$ cat config.mk
export PLATFORM = sky130hd
export DESIGN_NAME = dsm_cic_decimator
export DESIGN_NICKNAME = d
export VERILOG_FILES = /design/src/rtl/dsm_pkg.sv /design/src/rtl/dsm_cic_comb.sv /design/src/rtl/dsm_cic_decimator.sv
export SDC_FILE = /design/constraint.sdc
export NUM_CORES = 1
export LEC_CHECK = 0
export CAP_MARGIN = 20
export CORE_AREA = 2 2 164 166
export CTS_CLUSTER_DIAMETER = 40
export CTS_CLUSTER_SIZE = 16
export DETAILED_ROUTE_END_ITERATION = 10
export DIE_AREA = 0 0 166 168
export HOLD_SLACK_MARGIN = 0.15
export PLACE_DENSITY = 0.7
export SETUP_SLACK_MARGIN = 0.5
export SLEW_MARGIN = 20
export SYNTH_ARGS = -nofsm -noshare
export SYNTH_HDL_FRONTEND = slang
export SYNTH_SLANG_ARGS = --single-unit
export TNS_END_PERCENT = 100
$ cat constraint.sdc
create_clock -name clk -period 7.9 [get_ports clk]
set_input_delay 1.185 -clock clk [delete_from_list [all_inputs] [get_ports clk]]
set_output_delay 1.185 -clock clk [all_outputs]
set_load 0.1 [all_outputs]
$ cat src/rtl/dsm_pkg.sv
// Shared types and helpers for the delta-sigma CIC decimator.
package dsm_pkg;

  typedef logic signed [15:0] pcm_t;

  localparam pcm_t PCM_MAX = 16'sh7FFF;
  localparam pcm_t PCM_MIN = 16'sh8000;

  // Integrator/comb width; the extra two bits cover the sign and the +R^N peak.
  function automatic int acc_w(input int order, input int decim);
    return order * $clog2(decim) + 2;
  endfunction

endpackage

$ cat src/rtl/dsm_cic_comb.sv
// One registered CIC comb stage: out = in - previous strobed in.
module dsm_cic_comb
  import dsm_pkg::*;
#(
  parameter int W = 20
) (
  input  logic                clk,
  input  logic                rst,
  input  logic signed [W-1:0] in,
  input  logic                in_stb,
  output logic signed [W-1:0] out,
  output logic                out_stb
);

  logic signed [W-1:0] prev;

  always_ff @(posedge clk or negedge rst) begin
    if (!rst) begin
      prev    <= '0;
      out     <= '0;
      out_stb <= 1'b0;
    end else begin
      out_stb <= in_stb;
      if (in_stb) begin
        out  <= in - prev;
        prev <= in;
      end
    end
  end

endmodule

$ cat src/rtl/dsm_cic_decimator.sv
// 1-bit delta-sigma to signed PCM: sinc^ORDER CIC decimator with saturating rescale.
// Define DSM_DEC_ROUND_EN to round half up before the rescale shift (default truncates).
module dsm_cic_decimator
  import dsm_pkg::*;
#(
  parameter int ORDER     = 3,
  parameter int DECIM     = 64,
  parameter int OUT_WIDTH = 16
) (
  input  logic                        clk,
  input  logic                        rst,
  input  logic                        clk_en,
  input  logic                        dsm_in,
  output logic signed [OUT_WIDTH-1:0] pcm_out,
  output logic                        pcm_valid,
  input  logic                        pcm_ready,
  output logic                        pcm_ovr
);

  localparam int ACC_W  = acc_w(ORDER, DECIM);
  localparam int CNT_W  = $clog2(DECIM);
  localparam int SHIFT  = ORDER * CNT_W - (OUT_WIDTH - 1);
  localparam int RSH    = (SHIFT > 0) ? SHIFT : 0;
  localparam int LSH    = (SHIFT < 0) ? -SHIFT : 0;
  localparam int RND_SH = (RSH > 0) ? RSH - 1 : 0;
  localparam int EXT_W  = ACC_W + OUT_WIDTH;

  localparam logic signed [ACC_W-1:0] STEP_UP = ACC_W'(1);
  localparam logic signed [ACC_W-1:0] STEP_DN = '1;
  localparam logic signed [EXT_W-1:0] MAX_EXT = EXT_W'((2 ** (OUT_WIDTH - 1)) - 1);
  localparam logic signed [EXT_W-1:0] MIN_EXT = EXT_W'(-(2 ** (OUT_WIDTH - 1)));
`ifdef DSM_DEC_ROUND_EN
  localparam logic signed [EXT_W-1:0] RND = (RSH > 0) ? (EXT_W'(1) << RND_SH) : EXT_W'(0);
`else
  localparam logic signed [EXT_W-1:0] RND = EXT_W'(0);
`endif

  logic signed [ACC_W-1:0] integ     [ORDER];
  logic signed [ACC_W-1:0] integ_nxt [ORDER];
  logic        [CNT_W-1:0] dec_cnt;
  logic                    dec_stb;
  logic signed [ACC_W-1:0] dec_val;
  logic signed [ACC_W-1:0] c_data [ORDER+1];
  logic                    c_stb  [ORDER+1];
  logic signed [EXT_W-1:0] scaled;
  logic signed [OUT_WIDTH-1:0] clamped;
  logic [1:0]              warm_cnt;
  logic                    warm_done;
  logic                    new_sample;

  // All integrators update in parallel from the previous-cycle values; wrap is intentional.
  always_comb begin
    integ_nxt[0] = integ[0] + (dsm_in ? STEP_UP : STEP_DN);
    for (int k = 1; k < ORDER; k++) begin
      integ_nxt[k] = integ[k] + integ[k-1];
    end
  end

  always_ff @(posedge clk or negedge rst) begin
    if (!rst) begin
      integ <= '{default: '0};
    end else if (clk_en) begin
      integ <= integ_nxt;
    end
  end

  always_ff @(posedge clk or negedge rst) begin
    if (!rst) begin
      dec_cnt <= '0;
      dec_stb <= 1'b0;
      dec_val <= '0;
    end else begin
      dec_stb <= clk_en && (dec_cnt == CNT_W'(DECIM - 1));
      if (clk_en) begin
        dec_cnt <= dec_cnt + CNT_W'(1);
        if (dec_cnt == CNT_W'(DECIM - 1)) begin
          dec_val <= integ_nxt[ORDER-1];
        end
      end
    end
  end

  assign c_data[0] = dec_val;
  assign c_stb[0]  = dec_stb;

  for (genvar k = 0; k < ORDER; k++) begin : g_comb
    dsm_cic_comb #(.W(ACC_W)) u_comb (
      .clk     (clk),
      .rst     (rst),
      .in      (c_data[k]),
      .in_stb  (c_stb[k]),
      .out     (c_data[k+1]),
      .out_stb (c_stb[k+1])
    );
  end

  always_comb begin
    scaled  = ((EXT_W'(c_data[ORDER]) + RND) >>> RSH) <<< LSH;
    clamped = scaled[OUT_WIDTH-1:0];
    if (scaled > MAX_EXT) begin
      clamped = {1'b0, {(OUT_WIDTH-1){1'b1}}};
    end else if (scaled < MIN_EXT) begin
      clamped = {1'b1, {(OUT_WIDTH-1){1'b0}}};
    end
  end

  // The first ORDER comb results still contain reset history and are dropped.
  always_ff @(posedge clk or negedge rst) begin
    if (!rst) begin
      warm_cnt  <= 2'd0;
      warm_done <= 1'b0;
    end else if (c_stb[ORDER] && !warm_done) begin
      if (warm_cnt == 2'(ORDER - 1)) begin
        warm_done <= 1'b1;
      end else begin
        warm_cnt <= warm_cnt + 2'd1;
      end
    end
  end

  assign new_sample = c_stb[ORDER] && warm_done;

  always_ff @(posedge clk or negedge rst) begin
    if (!rst) begin
      pcm_out   <= '0;
      pcm_valid <= 1'b0;
      pcm_ovr   <= 1'b0;
    end else begin
      pcm_ovr <= 1'b0;
      if (new_sample) begin
        pcm_out   <= clamped;
        pcm_valid <= 1'b1;
        pcm_ovr   <= pcm_valid && !pcm_ready;
      end else if (pcm_valid && pcm_ready) begin
        pcm_valid <= 1'b0;
      end
    end
  end

endmodule

After elaboration in Yosys (flattened, before gate mapping)
Cells that the tools add are included.
{"block": "totals", "output_inout_bits": 18, "inputBits": 5, "ff_bits": 231}
{"block": "op_classes", "eq_ne": 2, "n_bitwise": 1, "n_lt_le_gt_ge": 2, "add_sub_neg": 8, "reduce_logical": 11, "n_mux": 6}
{"op": "$add 20x20->20", "n": 3}
{"op": "$sub 20x20->20", "n": 3}
{"op": "$mux 16", "n": 2}
{"op": "$mux 20", "n": 1}
{"op": "$gt 17x16->1 const B", "n": 1}
{"op": "$lt 17x16->1 const B", "n": 1}
{"op": "$add 6x1->6 const B", "n": 1}
{"op": "$eq 6x6->1 const B", "n": 1}
{"op": "$reduce_and 2->1", "n": 3}
{"op": "$logic_and 1x1->1", "n": 5}
{"op": "$mux 1", "n": 3}
{"op": "$add 2x1->2 const B", "n": 1}
{"op": "$eq 2x2->1 const B", "n": 1}
{"op": "$logic_not 1->1", "n": 2}
{"op": "$reduce_bool 2->1", "n": 1}
{"op": "$not 1->1", "n": 1}

Longest topological paths before layout
Gate-level depths: netlist (run 1).
{"block": "depth", "word_depth": 3, "depth_mapped": 10}

Cells and area by module
From an unflattened synthesis (run 1), not the netlist that was laid out.
{"block": "hier_totals", "cells_unflattened": 1461, "hier_area_um2": 14463.9}
{"module": "dsm_cic_decimator", "cells_each": 616, "area_each_um2": 6707.7, "instances": 1}
{"module": "dsm_cic_comb at g_comb[0].u_comb ...", "cells_each": 282, "area_each_um2": 2591.2, "instances": 2}
{"module": "dsm_cic_comb at g_comb[2].u_comb", "cells_each": 281, "area_each_um2": 2573.7, "instances": 1}

Least setup slack after synthesis (run 1)
OpenSTA, ideal clock, no wires.
{"block": "synth_path", "path_type": "in2reg", "from": "input port dsm_in", "to": "register integ[59] (netlist bit)", "required_ns": 7.770, "arrival_time_ns": 3.399, "path_stages": 8, "setup_slack_ns": 4.370, "path_buffers": 0, "setup_ns": 0.130, "path_cell_list": "inv_1 > ha_1 > a21o_1 > a221o_1 > o41ai_1 > o21ba_2 > a211oi_1 > nand3_1"}
{"block": "synth_between", "elab_chain_cells": 2}
{"element": "start, declared", "line_no": "dsm_cic_decimator.sv:13", "rtl": "input logic dsm_in,"}
{"element": "$mux 20", "line_no": "dsm_cic_decimator.sv:53", "rtl": "integ_nxt[0] = integ[0] + (dsm_in ? STEP_UP : STEP_DN);"}
{"element": "$add 20x20->20", "line_no": "dsm_cic_decimator.sv:53"}
{"element": "end signal, assigned", "line_no": "dsm_cic_decimator.sv:63", "rtl": "integ <= integ_nxt;"}
{"element": "end, declared", "line_no": "dsm_cic_decimator.sv:38", "rtl": "logic signed [ACC_W-1:0] integ [ORDER];"}
No other way between the ends.
A chain may end at the register's enable or synchronous reset.

Worst setup path in the final report (run 1)
Ends and elaborated chain as after synthesis.

==> results list, run 1 <==
* Area of the mapped netlist: 0.0141 mm2
- The die is 166 um wide.
- Syn Inst Count: 1425
* Final hold slack: 0.465 ns
* Setup crit end kind: register
* Clk root buf: clkbuf_16
* DR vias: 10500
* Die Ht: 168 um
- Violation count after the first detailed-routing iteration: 583
- Antenna diodes: 0
- The worst path uses 49.4% of the clock period.
- Unrepaired setup endpoints after global routing: no
- Sequential area share after synthesis: 40.5%
- For this design, the CTS-stage hold fixing added 0 buffers.
- After floorplanning, the core was sized to cover 0.0264 mm2.
- CTS tree: built
* Initial core utilization: 53.5%
- Total iterations of the first detailed-routing run: 6
* Arrival time at the worst endpoint: 4.29 ns
- Placed instance area: 0.0146 mm2
- Classification of the worst-slack hold path: register to register
- Cell type with the largest total area after synthesis: dfrtp_1
- # rows: 60
* Total clock buffers created by CTS: 35
- Based on the critical path, the design can be clocked at up to 256 MHz.
- Summing internal, switching and leakage power gives 6.50 mW.
* Leakage power: 7.37 nW
* Data required time at the worst endpoint: 8.29 ns
- Share of post-route cells with drive strength above 1: 13.7%
* GRT Resource Usage Total: 20.2%
* Mean area per synthesized cell: 9.89 um2
- Post-synth ARST share: 100%
- Entering global routing, the biggest net connects 92 pins.
* Switching Fraction: 39.4%
- Net Count, Synth: 1549
- Area share of and/or/nand/nor cells after synthesis: 10.7%
* Combinational share of power: 50.3%
- After detailed routing, the number of vias per cell comes to 5.77.
- The internal power of the cells totals 3.94 mW.
- For this block, the routed nets add up to 27900 um of wire.
* Compound-gate portion of the synthesized area: 19.2%
* Outcome: completed
- Setup CP Type: primary input to register
- At the placement stage, the worst setup path has a slack of 3.48 ns.
- The net count of the finished layout is 1570.
* Aggregate negative setup slack: 0 ns
- Along the worst path, the maximum fanout reaches 20.
* Worst-case clock skew: 0.0216 ns
- Global-route wire length before repair: 47900 um
* Buffers inserted during post-CTS setup optimization: 0
* Number of synthesized register bits: 228
- Final-report max-slew violation count: 0
- The clock network burns 24.8% of the power.
* Post-cts sizing count: 0
- The area growth from synthesis to layout is 12.7%.
* Startpoint types: primary input
* Number of levels in the clock H-tree: 2
* Xor and xnor fraction of the mapped netlist area: 5.41%
- Among all cell types in the netlist, the one instantiated most often is dfrtp_1.
* Detail-routed net length per standard cell: 15.4 um
- The wire-length estimate of the detail-placed layout is 20300 um.
* Area of the die: 0.0279 mm2
* Number of antenna violations at the first check in global routing: 0
- For this run, the leading register cell type out of synthesis is dfrtp_1.
- DRC errors left: 0
- For this run, the number of Yosys warnings is 0.
- Summing all non-filler instances in the final layout gives an area of 0.0159 mm2.
* CTS Buffer Depth: 3
- Measured against the total synthesized area, the mux share comes to 8.50%.
- Share of Yosys cell area claimed by the top area cell type: 40.5%
* Clock Sink Count: 228
- Filler Cells Inserted: 2199
- In this run, distinct cell masters in the synthesized netlist total 71.
* Switching power: 2.56 mW
- After synthesis, the most frequently instantiated cells are dfrtp_1 (228), nand2_1 (130), ha_1 (114).
- Dominant combinational cell family by area after synthesis: compound AO/OA/AOI/OAI gates
- At the later pin of the worst-skew pair, clock insertion delay measures 0.51 ns.
- Counting flops with a built-in enable in the synthesized netlist gives 0.
- Max-cap violations in this run came to 0.
* Synth top area cells: dfrtp_1 (40%), ha_1 (10%), mux2_2 (8.1%)
- PortBufs: 22
* Final period demand of the worst path: 3.90 ns
* Power density over the cells: 409 mW/mm2
* Maximum vdd ir drop: 0.305 mV
- Least-Margin Pin Slew: 1.01 ns
- The detail route stage leaves a number of antenna-violating nets equal to 0.
* Number of ports placed on the die boundary: 23
* Overall overflow remaining after global route: 0
- The via count of the first global-routing pass is 10400.
- Final setup violation count: 0
- The final number of hold-violating endpoints is 0.
* Fraction of power consumed by sequential logic: 24.9%
* Headroom to the max-slew limit: 32.7%
- The congestion estimate from routability-driven global placement came to 0.916.
- Across all setup checks in the final design, the least slack found is 4.00 ns.
- Synthesized-area fraction occupied by adder cells: 11.9%
- CTS clk-pin slew, worst paths: 0.05 ns
-- layer usage --
layer / share of wire (%) / GRT usage, % / vias to the layer above / wire [um]
li1: - / - / 5225 / -
met1: 43 / 23.5 / 5000 / 12000
met2: 51 / 37.5 / 160 / 14300
met3: 2.6 / 3.06 / 78 / 736
met4: 3.4 / 8.05 / 0 / 949
met5: 0 / 0 / - / 0
-- path summary, 6_finish.rpt --
path                            cells after the start  slack (ns)                  endpoint  startpoint
max in group asynchronous                           2        5.77                 integ[45]         rst
worst max-delay path                                9        4.00                 integ[59]      dsm_in
worst max register to register                      9        4.83                 integ[18]   integ[20]
min in group asynchronous                           1        0.67  g_comb[2].u_comb.prev[4]         rst
worst min register to register                      1        0.47                dec_cnt[5]  dec_cnt[5]
worst min-delay path                                1        0.47                dec_cnt[5]  dec_cnt[5]
-- critical path, cell delays in order --
cell             delay (ns)
clkdlybuf4s50_1        0.45
inv_1                  0.56
ha_1                   0.41
and3_1                 0.24
a221o_1                0.32
o41ai_1                0.57
o21ba_2                0.24
a211oi_1               0.19
nand3_1                0.11
-- flip-flops by register name (all words and copies together) (netlist names), 2 cells and up --
signal                 cells
g_comb.u_comb.out         57
dec_cnt                    6
pcm_out                   16
dec_val                   20
integ                     60
g_comb.u_comb.out_stb      3
g_comb.u_comb.prev        60
warm_cnt                   2
-- kinds of logic after synthesis --
logic type / Yosys count
DFF: 228
AOI/OAI and AO/OA: 406
muxes: 107
adders and majority gates: 134
and+or+nand+nor: 323
xor gates and xnor gates: 87
buffers and inverters: 140
-- cell type report --
type,instances,area (um2),share of cell area (%)
Clock buffer,39,932,5.87
Clock inverter,25,317,1.99
Inverter,94,353,2.22
Multi-Input combinational cell,1057,7860,49.5
Sequential cell,228,5710,35.9
Tap cell,341,427,2.69
Timing Repair Buffer,30,280,1.77
-- power groups by stage --
| stage | logic (mW) | clock network (mW) | registers, mW |
|---|---|---|---|
| finish | 3.27 | 1.61 | 1.62 |
| global route | 3.63 | 1.70 | 1.65 |
| CTS | 3.25 | 1.64 | 1.62 |
| detailed placement | 3.23 | 0 | 1.64 |
| global placement | 3.17 | 0 | 1.63 |
| floorplan | 2.64 | 0 | 1.56 |
-- per-stage QoR --
step / util [%] / std cells
after global routing: 60.3 / 1814
final: 60.3 / 1814
after CTS: 60.3 / 1814
after global placement: 55.5 / 1750
after floorplan: - / 1425
after detailed placement: 55.5 / 1750
-- cell usage in the layout, fill, tap and decap left out, types with 8 or more instances in the layout --
cell	count
o211ai_1	8
o21a_1	17
ha_1	114
o21bai_1	15
a31oi_1	14
dfrtp_1	227
inv_1	93
mux2_2	102
and2_1	10
a211oi_1	10
a21oi_1	84
maj3_1	15
a21o_1	47
nor3_1	20
nand4_1	13
nand2_1	130
buf_4	8
and3_1	11
a31o_2	9
nor2_1	63
xor2_1	33
a2111oi_0	11
o21ai_0	106
clkdlybuf4s50_1	20
o31ai_1	16
clkbuf_16	36
xnor2_1	54
nand2b_1	16
nor2b_1	13
nand3_1	21
Note: power is estimated with default switching activity, not from simulation.
==> run 2: changes to the inputs <==
--- a/config.mk
+++ b/config.mk
@@ -12,7 +12,7 @@
 export DETAILED_ROUTE_END_ITERATION = 10
 export DIE_AREA = 0 0 166 168
 export HOLD_SLACK_MARGIN = 0.15
-export PLACE_DENSITY = 0.7
+export PLACE_DENSITY = 0.73
 export SETUP_SLACK_MARGIN = 0.5
 export SLEW_MARGIN = 20
 export SYNTH_ARGS = -nofsm -noshare
==> constraint.sdc (replaced) <==
create_clock -name clk -period 3.5 [get_ports clk]
set_input_delay 0.525 -clock clk [delete_from_list [all_inputs] [get_ports clk]]
set_output_delay 0.525 -clock clk [all_outputs]
set_load 0.1 [all_outputs]
==> results list, run 2 (synthesis results as in run 1) <==
* Outcome: completed
- In the final design database the tool counted 1578 nets.
- Arrival time at the worst endpoint: 3.26 ns
- # rows: 60
* Combinational share of power: 50.3%
- CTS tree: built
* Number of global-route vias before repair: 10700
- The worst setup path is captured at a register.
- Internal: 9.04 mW
- The number of max-slew violations in the final report is 0.
- For this block, the initial DRC count from the detailed router was 501.
- Data required time at the worst endpoint: 3.89 ns
- Least-Margin Pin Slew: 1.01 ns
- Total clock buffers created by CTS: 35
* Final hold slack: 0.453 ns
- Worst-case clock skew: 0.0161 ns
- Unrepaired setup endpoints after global routing: no
* Switching power: 5.80 mW
* Antenna diodes: 0
- The first global-routing pass estimated 50500 um of wire.
- The worst setup path is launched from a primary input.
* Upper clock frequency limit: 348 MHz
- Maximum cell stage delay along the critical path: 0.51 ns
* CTS clk-pin slew, worst paths: 0.06 ns
- Net switching is 39.1% of the power.
- Max-cap violations in this run came to 0.
- In this run the static leakage power is 7.43 nW.
- Detailed routing inserted a total of 10600 vias.
- Area growth from synthesis to layout: 13.5%
* Post-route insts no fill: 1821
- Routability cong.: 0.856
- Registers with the most flip-flops: g_comb.u_comb.prev (60), integ (60), g_comb.u_comb.out (57)
- Grouping stages by cell kind, the critical path spends the most delay in compound AO/OA/AOI/OAI gates.
- Counting I/O delays and the setup requirement, the final critical path takes 2.87 ns.
* Placed cell count: 1757
- In this run the tightest slew margin relative to its limit is 32.6%.
- Worst-path maximum fanout: 20
- In this run the remaining antenna-violating nets after routing total 0.
- Worst slack, placed: 0.0911 ns
- Reg2Reg Depth: 10
* Most used cell along the critical path: o21ai_0
- Initial core utilization: 53.5%
- Clock Power Share: 25.0%
- Number of hold-slack violations in the final timing report: 0
- Overall overflow remaining after global route: 0
- Top library cells by usage in the layout, fill and taps aside: dfrtp_1 (227), nand2_1 (130), ha_1 (114), o21ai_0 (106), mux2_2 (102)
* Hold Path Origin: clk_en
* Die Ht: 168 um
- For this design the ratio of total power to cell area is 928 mW/mm2.
* CTS Buffer Depth: 3
- Clk root buf: clkbuf_16
* Aggregate negative setup slack: 0 ns
- Together, buffers and inverters on the worst path number 3.
- Tcrit/Tclk final: 82.0%
* GRT Resource Usage Total: 21.2%
- The worst hold path passes through 3 cells.
- Traced cell by cell, the critical path runs through clkdlybuf4s50_1, inv_1, buf_12, ha_1, a2111oi_0, o21ai_0, a41oi_2, o21ai_0, xor2_1, mux2_2.
- In the final layout, the share of cells above drive strength 1 is 14.1%.
- Buffers inserted during post-CTS setup optimization: 0
* Via-per-instance ratio: 5.82
- Number of levels in the clock H-tree: 2
- Detailed placement finished with a half-perimeter wire length of 20700 um.
* Area of the die: 0.0279 mm2
- PortBufs: 22
- Classification of the worst-slack hold path: primary input to register
- The first detailed-routing pass ran for 7 iterations.
* Most frequent standard cell in the layout excluding fill and tap cells: dfrtp_1
- Final setup violation count: 0
- Final Worst Setup Slack: 0.630 ns
- The initial antenna violation count is 0.
- At the later pin of the worst-skew pair, clock insertion delay measures 0.51 ns.
- Placed instance area: 0.0147 mm2
* Overall die width: 166 um
- End point of the most critical hold path: dec_cnt[4]
- After detailed routing, the number of remaining DRC violations is 0.
- Filler Cells Inserted: 2162
* Maximum number of pins on one net before global-route repair: 114
* Setup CP Type: primary input to register
- CP max-delay cell: clkdlybuf4s50_1
- R2R Path Start: dec_val[0]
* Detail-routed net length per standard cell: 15.9 um
- Core region area: 0.0264 mm2
* Final standard cell area without fillers: 0.0160 mm2
* R2R setup slack: 0.66 ns
- Clock Sink Count: 228
- Final WL: 28900 um
- Pin placement for this block handled 23 I/O pins.
- The share of total power dissipated in sequential elements is 24.6%.
- In this run the critical register-to-register path is captured at g_comb[0].u_comb.out[16].
* Maximum vdd ir drop: 0.488 mV
* Launching element of the worst setup path: dsm_in
[run 2: changes by cell type in the layout (fill, tap and decap cells not counted), moves of 2 or more]
cell,delta
clkbuf_1,+3
inv_6,+2
clkbuf_8,+2
clkinv_4,-5
buf_4,+5
clkinv_2,-3
buf_12,+2
[run 2: power by group through the flow]
| stage | registers, mW | clock network (mW) | logic [mW] |
|---|---|---|---|
| 6_report | 3.66 | 3.71 | 7.47 |
| 5_1_grt | 3.74 | 3.92 | 8.33 |
| 4_1_cts | 3.66 | 3.78 | 7.40 |
| 3_5_place_dp | 3.70 | 0 | 7.32 |
| 3_3_place_gp | 3.68 | 0 | 7.14 |
| 2_1_floorplan | 3.53 | 0 | 5.96 |
[run 2: area by class of cell]
| type | instances | area, um2 | share of cell area, % |
|---|---|---|---|
| repair buffers | 38 | 368 | 2.30 |
| multi-input cells | 1057 | 7880 | 49.3 |
| inverters | 94 | 353 | 2.20 |
| clock buffers | 44 | 971 | 6.07 |
| clock inverters | 19 | 294 | 1.84 |
| well taps | 341 | 427 | 2.67 |
| flip-flops and latches | 228 | 5710 | 35.7 |
[run 2: metrics by stage]
stage               total power, mW  utilization (%)
finish                         14.8             60.7
global route                   16.0             60.7
CTS                            14.8             60.6
detailed placement             11.0             55.8
global placement               10.8             55.8
floorplan                      9.49                -
[run 2: tightest hold or removal path, delay by kind of cell]
kind                   cells  cell delay, ns
buffers and inverters      1            0.15
XOR/XNOR                   1            0.08
AND/OR/NAND/NOR            1            0.16
[run 2: worst max-delay path by stage]
stage                      to  slack (ns)  depth (start not counted)
floorplan           integ[59]        0.63                          8
global placement    integ[51]        0.16                         11
detailed placement  integ[58]        0.09                         10
CTS                 integ[14]        0.57                          9
global route        integ[39]        0.52                          9
finish              integ[58]        0.63                         10
[run 2: per-layer routing]
| metal | GRT usage, % | wire (um) | vias up | part of all wire (%) |
|---|---|---|---|---|
| met1 | 25.0 | 12200 | 5098 | 42 |
| met3 | 3.15 | 865 | 64 | 3.0 |
| met5 | 0 | 0 | - | 0 |
| li1 | - | - | 5246 | - |
| met2 | 39.2 | 14900 | 190 | 51 |
| met4 | 7.94 | 963 | 0 | 3.3 |
[run 2: what timing repair did]
action | in CTS | in global routing
setup endpoints to repair | 0 | 10
endpoints found under the hold margin | 36 | 0
gates resized for setup | 0 | 4
hold buffers | 1 | 0
